==> config.mk <==
export PLATFORM = sky130hd
export DESIGN_NAME = mips_multi_ctrl_flat
export DESIGN_NICKNAME = d
export VERILOG_FILES = /design/src/rtl/mips_multi_ctrl_pkg.sv /design/src/rtl/mips_multi_ctrl_if.sv /design/src/rtl/mips_multi_ctrl_dec.sv /design/src/rtl/mips_multi_ctrl.sv /design/src/flat_wrapper.sv
export SDC_FILE = /design/constraint.sdc
export NUM_CORES = 1
export LEC_CHECK = 0
export CORE_UTILIZATION = 39
export CTS_CLUSTER_SIZE = 24
export DETAILED_ROUTE_END_ITERATION = 7
export PLACE_DENSITY_LB_ADDON = 0.12
export REMOVE_ABC_BUFFERS = 1
export SETUP_SLACK_MARGIN = 0.3
export SYNTH_ARGS = -nofsm -noshare
export SYNTH_HDL_FRONTEND = slang
export SYNTH_SLANG_ARGS = --single-unit
==> constraint.sdc <==
create_clock -name i_clk -period 4.4 [get_ports i_clk]
set_clock_uncertainty 0.15 [all_clocks]
set_input_delay 0.88 -clock i_clk [delete_from_list [all_inputs] [get_ports i_clk]]
set_output_delay 0.88 -clock i_clk [all_outputs]
set_load 0.1 [all_outputs]
==> src/rtl/mips_multi_ctrl_pkg.sv <==
// Shared constants, state encoding and control-word layout for the multi-cycle MIPS controller.
package mips_multi_ctrl_pkg;

    localparam logic [5:0] OpRtype = 6'd0;
    localparam logic [5:0] OpLw    = 6'd35;
    localparam logic [5:0] OpSw    = 6'd43;
    localparam logic [5:0] OpBeq   = 6'd4;
    localparam logic [5:0] OpJ     = 6'd2;

    localparam logic [1:0] AluAdd   = 2'b00;
    localparam logic [1:0] AluSub   = 2'b01;
    localparam logic [1:0] AluFunct = 2'b10;

    localparam logic [1:0] SrcBReg   = 2'b00;
    localparam logic [1:0] SrcBFour  = 2'b01;
    localparam logic [1:0] SrcBImm   = 2'b10;
    localparam logic [1:0] SrcBImmSh = 2'b11;

    localparam logic [1:0] PcAlu    = 2'b00;
    localparam logic [1:0] PcAluOut = 2'b01;
    localparam logic [1:0] PcJump   = 2'b10;

    typedef enum logic [3:0] {
        StFetch  = 4'd0,
        StDecode = 4'd1,
        StMemAdr = 4'd2,
        StMemRd  = 4'd3,
        StMemWb  = 4'd4,
        StMemWr  = 4'd5,
        StExec   = 4'd6,
        StAluWb  = 4'd7,
        StBranch = 4'd8,
        StJump   = 4'd9
    } state_e;

    typedef struct packed {
        logic       pc_wr;
        logic       iord;
        logic       mem_rd;
        logic       mem_wr;
        logic       ir_wr;
        logic       reg_dst;
        logic       mem_to_reg;
        logic       reg_wr;
        logic       alu_src_a;
        logic [1:0] alu_src_b;
        logic [1:0] alu_op;
        logic [1:0] pc_src;
        logic       instr_done;
        logic       ill_instr;
    } ctrl_t;

    function automatic logic is_supported(input logic [5:0] op);
        return (op == OpRtype) || (op == OpLw) || (op == OpSw) || (op == OpBeq) || (op == OpJ);
    endfunction

endpackage

==> src/rtl/mips_multi_ctrl_if.sv <==
// Controller <-> datapath bundle: status inputs to the FSM and all control outputs.
interface mips_multi_ctrl_if;

    logic [5:0] opcode;
    logic       zero;
    logic       mem_ready;
    logic       pc_wr;
    logic       iord;
    logic       mem_rd;
    logic       mem_wr;
    logic       ir_wr;
    logic       reg_dst;
    logic       mem_to_reg;
    logic       reg_wr;
    logic       alu_src_a;
    logic [1:0] alu_src_b;
    logic [1:0] alu_op;
    logic [1:0] pc_src;
    logic       instr_done;
    logic       ill_instr;
    logic [3:0] state;

    modport master (
        input  opcode, zero, mem_ready,
        output pc_wr, iord, mem_rd, mem_wr, ir_wr, reg_dst, mem_to_reg, reg_wr,
               alu_src_a, alu_src_b, alu_op, pc_src, instr_done, ill_instr, state
    );

    modport slave (
        output opcode, zero, mem_ready,
        input  pc_wr, iord, mem_rd, mem_wr, ir_wr, reg_dst, mem_to_reg, reg_wr,
               alu_src_a, alu_src_b, alu_op, pc_src, instr_done, ill_instr, state
    );

endinterface

==> src/rtl/mips_multi_ctrl_dec.sv <==
// Moore control-word decoder; only pc_wr/ir_wr/instr_done/ill_instr look at live inputs.
module mips_multi_ctrl_dec
    import mips_multi_ctrl_pkg::*;
(
    input  state_e     i_state,
    input  logic [5:0] i_opcode,
    input  logic       i_zero,
    input  logic       i_mem_ready,
    output ctrl_t      o_ctrl
);

    always_comb begin
        o_ctrl = '0;
        case (i_state)
            StFetch: begin
                o_ctrl.mem_rd    = 1'b1;
                o_ctrl.alu_src_b = SrcBFour;
                o_ctrl.alu_op    = AluAdd;
                o_ctrl.pc_src    = PcAlu;
                o_ctrl.ir_wr     = i_mem_ready;
                o_ctrl.pc_wr     = i_mem_ready;
            end
            StDecode: begin
                // Branch target precomputed into ALUOut while the opcode is decoded.
                o_ctrl.alu_src_b = SrcBImmSh;
                o_ctrl.alu_op    = AluAdd;
                o_ctrl.ill_instr = ~is_supported(i_opcode);
            end
            StMemAdr: begin
                o_ctrl.alu_src_a = 1'b1;
                o_ctrl.alu_src_b = SrcBImm;
                o_ctrl.alu_op    = AluAdd;
            end
            StMemRd: begin
                o_ctrl.mem_rd = 1'b1;
                o_ctrl.iord   = 1'b1;
            end
            StMemWb: begin
                o_ctrl.reg_wr     = 1'b1;
                o_ctrl.mem_to_reg = 1'b1;
                o_ctrl.instr_done = 1'b1;
            end
            StMemWr: begin
                o_ctrl.mem_wr     = 1'b1;
                o_ctrl.iord       = 1'b1;
                o_ctrl.instr_done = i_mem_ready;
            end
            StExec: begin
                o_ctrl.alu_src_a = 1'b1;
                o_ctrl.alu_src_b = SrcBReg;
                o_ctrl.alu_op    = AluFunct;
            end
            StAluWb: begin
                o_ctrl.reg_wr     = 1'b1;
                o_ctrl.reg_dst    = 1'b1;
                o_ctrl.instr_done = 1'b1;
            end
            StBranch: begin
                o_ctrl.alu_src_a  = 1'b1;
                o_ctrl.alu_src_b  = SrcBReg;
                o_ctrl.alu_op     = AluSub;
                o_ctrl.pc_src     = PcAluOut;
                o_ctrl.pc_wr      = i_zero;
                o_ctrl.instr_done = 1'b1;
            end
            StJump: begin
                o_ctrl.pc_src     = PcJump;
                o_ctrl.pc_wr      = 1'b1;
                o_ctrl.instr_done = 1'b1;
            end
            default: o_ctrl = '0;
        endcase
    end

endmodule

==> src/rtl/mips_multi_ctrl.sv <==
// Multi-cycle MIPS main control FSM: state register plus decoded, reset-gated control outputs.
module mips_multi_ctrl
    import mips_multi_ctrl_pkg::*;
(
    input  logic                     i_clk,
    input  logic                     i_rst,
    mips_multi_ctrl_if.master        io_ctrl
);

    state_e r_state;
    logic   r_is_lw;
    ctrl_t  w_ctrl;
    ctrl_t  w_out;

    always_ff @(posedge i_clk or posedge i_rst) begin
        if (i_rst) begin
            r_state <= StFetch;
            r_is_lw <= 1'b0;
        end else begin
            case (r_state)
                StFetch:  if (io_ctrl.mem_ready) r_state <= StDecode;
                StDecode: begin
                    // Opcode is only trusted here; remember LW vs SW for MEMADR.
                    r_is_lw <= (io_ctrl.opcode == OpLw);
                    case (io_ctrl.opcode)
                        OpLw, OpSw: r_state <= StMemAdr;
                        OpRtype:    r_state <= StExec;
                        OpBeq:      r_state <= StBranch;
                        OpJ:        r_state <= StJump;
                        default:    r_state <= StFetch;
                    endcase
                end
                StMemAdr: r_state <= r_is_lw ? StMemRd : StMemWr;
                StMemRd:  if (io_ctrl.mem_ready) r_state <= StMemWb;
                StMemWr:  if (io_ctrl.mem_ready) r_state <= StFetch;
                StExec:   r_state <= StAluWb;
                default:  r_state <= StFetch;
            endcase
        end
    end

    mips_multi_ctrl_dec u_dec (
        .i_state     (r_state),
        .i_opcode    (io_ctrl.opcode),
        .i_zero      (io_ctrl.zero),
        .i_mem_ready (io_ctrl.mem_ready),
        .o_ctrl      (w_ctrl)
    );

    assign w_out = i_rst ? '0 : w_ctrl;

    assign io_ctrl.pc_wr      = w_out.pc_wr;
    assign io_ctrl.iord       = w_out.iord;
    assign io_ctrl.mem_rd     = w_out.mem_rd;
    assign io_ctrl.mem_wr     = w_out.mem_wr;
    assign io_ctrl.ir_wr      = w_out.ir_wr;
    assign io_ctrl.reg_dst    = w_out.reg_dst;
    assign io_ctrl.mem_to_reg = w_out.mem_to_reg;
    assign io_ctrl.reg_wr     = w_out.reg_wr;
    assign io_ctrl.alu_src_a  = w_out.alu_src_a;
    assign io_ctrl.alu_src_b  = w_out.alu_src_b;
    assign io_ctrl.alu_op     = w_out.alu_op;
    assign io_ctrl.pc_src     = w_out.pc_src;
    assign io_ctrl.instr_done = w_out.instr_done;
    assign io_ctrl.ill_instr  = w_out.ill_instr;
    assign io_ctrl.state      = r_state;

endmodule

==> src/flat_wrapper.sv <==
// flat-port wrapper written by rule: the top's interface ports become plain ports
module mips_multi_ctrl_flat import mips_multi_ctrl_pkg::*;
  (i_clk, i_rst, io_ctrl_opcode, io_ctrl_zero, io_ctrl_mem_ready, io_ctrl_pc_wr, io_ctrl_iord, io_ctrl_mem_rd, io_ctrl_mem_wr, io_ctrl_ir_wr, io_ctrl_reg_dst, io_ctrl_mem_to_reg, io_ctrl_reg_wr, io_ctrl_alu_src_a, io_ctrl_alu_src_b, io_ctrl_alu_op, io_ctrl_pc_src, io_ctrl_instr_done, io_ctrl_ill_instr, io_ctrl_state);
  mips_multi_ctrl_if io_ctrl_i ();
  input  logic i_clk;
  input  logic i_rst;
  input wire logic [$bits(io_ctrl_i.opcode)-1:0] io_ctrl_opcode;
  input wire logic [$bits(io_ctrl_i.zero)-1:0] io_ctrl_zero;
  input wire logic [$bits(io_ctrl_i.mem_ready)-1:0] io_ctrl_mem_ready;
  output wire logic [$bits(io_ctrl_i.pc_wr)-1:0] io_ctrl_pc_wr;
  output wire logic [$bits(io_ctrl_i.iord)-1:0] io_ctrl_iord;
  output wire logic [$bits(io_ctrl_i.mem_rd)-1:0] io_ctrl_mem_rd;
  output wire logic [$bits(io_ctrl_i.mem_wr)-1:0] io_ctrl_mem_wr;
  output wire logic [$bits(io_ctrl_i.ir_wr)-1:0] io_ctrl_ir_wr;
  output wire logic [$bits(io_ctrl_i.reg_dst)-1:0] io_ctrl_reg_dst;
  output wire logic [$bits(io_ctrl_i.mem_to_reg)-1:0] io_ctrl_mem_to_reg;
  output wire logic [$bits(io_ctrl_i.reg_wr)-1:0] io_ctrl_reg_wr;
  output wire logic [$bits(io_ctrl_i.alu_src_a)-1:0] io_ctrl_alu_src_a;
  output wire logic [$bits(io_ctrl_i.alu_src_b)-1:0] io_ctrl_alu_src_b;
  output wire logic [$bits(io_ctrl_i.alu_op)-1:0] io_ctrl_alu_op;
  output wire logic [$bits(io_ctrl_i.pc_src)-1:0] io_ctrl_pc_src;
  output wire logic [$bits(io_ctrl_i.instr_done)-1:0] io_ctrl_instr_done;
  output wire logic [$bits(io_ctrl_i.ill_instr)-1:0] io_ctrl_ill_instr;
  output wire logic [$bits(io_ctrl_i.state)-1:0] io_ctrl_state;
  assign io_ctrl_i.opcode = io_ctrl_opcode;
  assign io_ctrl_i.zero = io_ctrl_zero;
  assign io_ctrl_i.mem_ready = io_ctrl_mem_ready;
  assign io_ctrl_pc_wr = io_ctrl_i.pc_wr;
  assign io_ctrl_iord = io_ctrl_i.iord;
  assign io_ctrl_mem_rd = io_ctrl_i.mem_rd;
  assign io_ctrl_mem_wr = io_ctrl_i.mem_wr;
  assign io_ctrl_ir_wr = io_ctrl_i.ir_wr;
  assign io_ctrl_reg_dst = io_ctrl_i.reg_dst;
  assign io_ctrl_mem_to_reg = io_ctrl_i.mem_to_reg;
  assign io_ctrl_reg_wr = io_ctrl_i.reg_wr;
  assign io_ctrl_alu_src_a = io_ctrl_i.alu_src_a;
  assign io_ctrl_alu_src_b = io_ctrl_i.alu_src_b;
  assign io_ctrl_alu_op = io_ctrl_i.alu_op;
  assign io_ctrl_pc_src = io_ctrl_i.pc_src;
  assign io_ctrl_instr_done = io_ctrl_i.instr_done;
  assign io_ctrl_ill_instr = io_ctrl_i.ill_instr;
  assign io_ctrl_state = io_ctrl_i.state;
  mips_multi_ctrl u_core (.i_clk(i_clk), .i_rst(i_rst), .io_ctrl(io_ctrl_i));
endmodule
==> run_results.csv <==
group,metric,value,unit
synth,synth_top_family_by_area,"simple AND/OR/NAND/NOR gates",
cts,clk_path_buf_depth,2,
floorplanning,die_w,39.1,um
synth,ys_types,30,
timing,tightestPinTransition,0.960,ns
route,vias,662,
global_routing,grt.busiest_layer,"met2",
synth,syn_area_per_cell,6.88,sq um
worst_setup_path,cp-end-kind,"output pin",
power_and_ir_drop,intPower,0.112,mW
worst_setup_path,critPathRequiredTime,3.37,ns
synth,yosys_register_bits,5,
synth,synthAdderAreaFrac,0,%
cts,numCtsBuffers,3,
synth,ys.flop_type,"dfrtp_1",
timing,final.period_utilization,81.9,%
global_routing,grt_pass1_vias,515,
worst_setup_path,critical_path.endpoint,"io_ctrl_ill_instr",
floorplanning,start_util,41.8,%
power_and_ir_drop,p_switching,0.101,mW
synth,yosysTopAreaCell,"dfrtp_1",
synth,synth_top_cell_area_share,23.3,%
power_and_ir_drop,comb_power_share,49.8,%
synth,syn_inst,78,
route,wl_per_cell,11.7,um
worst_setup_path,crit_start,"i_rst",
global_routing,grt_pass1_wl,2140,um
synth,yosys.area_share.simple,45.0,%
synth,synth.most_common_cell,"nor2_1",
power_and_ir_drop,power,0.213,mW
synth,synthArstFlopShare,100,%
synth,ys_top_cells_by_count,"nor2_1, nand2_1, nor3_1",
worst_setup_path,reg2reg_to,"u_core.io_ctrl.state[2]",
route,dr.pass1.iters,4,
worst_setup_path,cp_max_fo,6,
power_and_ir_drop,powerDensity,256,mW/mm^2
global_routing,grt_overflow_total,0,
floorplanning,ios,31,
placement,place_congestion,0.793,
worst_setup_path,rr_startpoint,"u_core.io_ctrl.state[0]",
synth,syn_area,537,sq um
global_routing,antenna_found_initial,0,
floorplanning,fp.dieArea,0.00153,sq mm
floorplanning,core-area,0.00128,sq mm
worst_hold_path,hold_class,"reg -> reg",
timing,fmax,0.278,GHz
floorplanning,rows,13,
timing,grt_setup_unrepaired,"no",
global_routing,grt_use_met3,8.09,%
worst_setup_path,cp.arrival,2.57,ns
global_routing,grt_max_degree,18,
power_and_ir_drop,leakage,0.346,nW
cts,cts_hold_buf,0,
power_and_ir_drop,irDropWorstVdd,0.000292,V
route,ant_nets,0,
power_and_ir_drop,seqPwrFrac,25.9,%
finish,nNetsFinal,118,
timing,setup_viol,0,
timing,period_minus_slack,3.60,ns
power_and_ir_drop,swShare,47.5,%
worst_setup_path,worstSetupPathType,"in -> out",
finish,fin_cells,122,
synth,synthMuxAreaShare,0,%
route,routed_via_density,5.43,
timing,slew_headroom,35.8,%
worst_setup_path,cp-start-kind,"primary input",
finish,antenna_cells,0,
synth,synthXorXnorAreaFrac,4.90,%
placement,portBuffers,30,
job,cap_violations,0,
cts,path_clk_slew,0.04,ns
placement,hpwl,1070,um
synth,yosys-top-cells-area,"dfrtp_1, nor2_1, nor3_1",
worst_setup_path,reg2reg_depth,4,
worst_setup_path,reg2reg_slack,2.29,ns
cts,cts_setup_buffers,0,
synth,synth_compound_area_share,21.2,%
floorplanning,die_h,39.1,um
cts,cts_tree,"done",
global_routing,grtUsageTotal,20.8,%
cts,numClockSinks,5,
synth,synth_warnings,0,
global_routing,use_met1,24.3,%
route,post-route-drc-count,0,
timing,drv_slew,0,
placement,dp.cells,118,
timing,hold_viol,0,
global_routing,grt_use_met2,34.6,%
power_and_ir_drop,clock_power_share,24.3,%
route,drt-initial-drc-count,7,
cts,clk_latency,0.24,ns
run_status,status,"complete, no violations",
synth,synth_edf_count,0,
finish,syn2layout_area_growth,55.2,%
finish,fin_area,833,sq um
cts,cts.repair.resized,0,
synth,ys_seq_area_share,23.3,%
cts,htreeDepth,1,
route,routed_wl,1420,um
cts,cts_root_buffer,"clkbuf_4",
finish,layout-drive-gt1-share,23.4,%
placement,placed_cell_area,807,sq um
[power by group through the flow]
stage | Combinational (mW) | Sequential [mW] | Clock [mW]
3_5_place_dp | 0.106 | 0.0558 | 0
2_1_floorplan | 0.0651 | 0.0659 | 0
5_1_grt | 0.111 | 0.0556 | 0.0582
3_3_place_gp | 0.106 | 0.0557 | 0
6_report | 0.106 | 0.0552 | 0.0518
4_1_cts | 0.107 | 0.0551 | 0.0537
[routing by layer]
layer / up-vias / wire [um]
li1: 341 / -
met2: 31 / 631
met5: - / 0
met1: 288 / 641
met4: 0 / 21
met3: 2 / 129
[cell type report]
type	instances	area [sq um]
fill	125	452
multi-input combinational	65	382
timing repair buffer	30	270
sequential	5	125
clock buffer	4	26.3
tap	15	18.8
inverter	3	11.3
[worst min-delay path by stage]
stage	startpoint	to	depth (start not counted)
finish	u_core.r_is_lw	u_core.r_is_lw	2
global route	u_core.r_is_lw	u_core.r_is_lw	2
CTS	u_core.r_is_lw	u_core.r_is_lw	2
detailed placement	u_core.r_is_lw	u_core.r_is_lw	2
global placement	u_core.r_is_lw	u_core.r_is_lw	2
floorplan	u_core.r_is_lw	u_core.r_is_lw	2
[critical path, stage by stage]
cell             delay (ns)
clkdlybuf4s50_1        0.50
or3_1                  0.43
nor2_1                 0.17
o311ai_0               0.16
nor2_1                 0.23
buf_12                 0.21
[state kept, by name, summed over array words and instances (netlist names)]
| name | count |
|---|---|
| u_core.io_ctrl.state | 4 |
| u_core.r_is_lw | 1 |
[through the flow]
stage	hold WS [ns]	setup slack [ns]	util [%]	setup TNS, ns
3_3_place_gp	0.397	0.876	62.8	0
2_1_floorplan	0.317	-0.981	-	-2.57
5_1_grt	0.443	0.731	64.8	0
4_1_cts	0.401	0.800	64.8	0
6_report	0.396	0.798	64.8	0
3_5_place_dp	0.393	0.826	62.8	0
[cell families (layout without fill, tap and decap cells)]
family                    Yosys count  count (layout)
buffers and inverters               8              37
and+or+nand+nor                    47              47
AOI/OAI and AO/OA                  15              15
DFF                                 5               5
xor gates and xnor gates            3               3
[layout by cell type, fill, tap and decap left out, drive strengths merged]
cell type and n:
o21a 1, xnor2 2, nand2 8, o32a 1
xor2 1, nor4 2, and3 1, o311ai 1
o41ai 1, o21ai 3, or3b 1, dfrtp 5
buf 17, or3 3, a221oi 1, inv 3
or2 1, nor2b 2, nand3 4, nor3 6
nand4b 1, o32ai 1, nor2 14, nand2b 3
a211oi 1, clkbuf 4, a21oi 2, or4 1
a21boi 2, clkdlybuf4s50 13, o31ai 1
(Power assumes the default switching activity.)
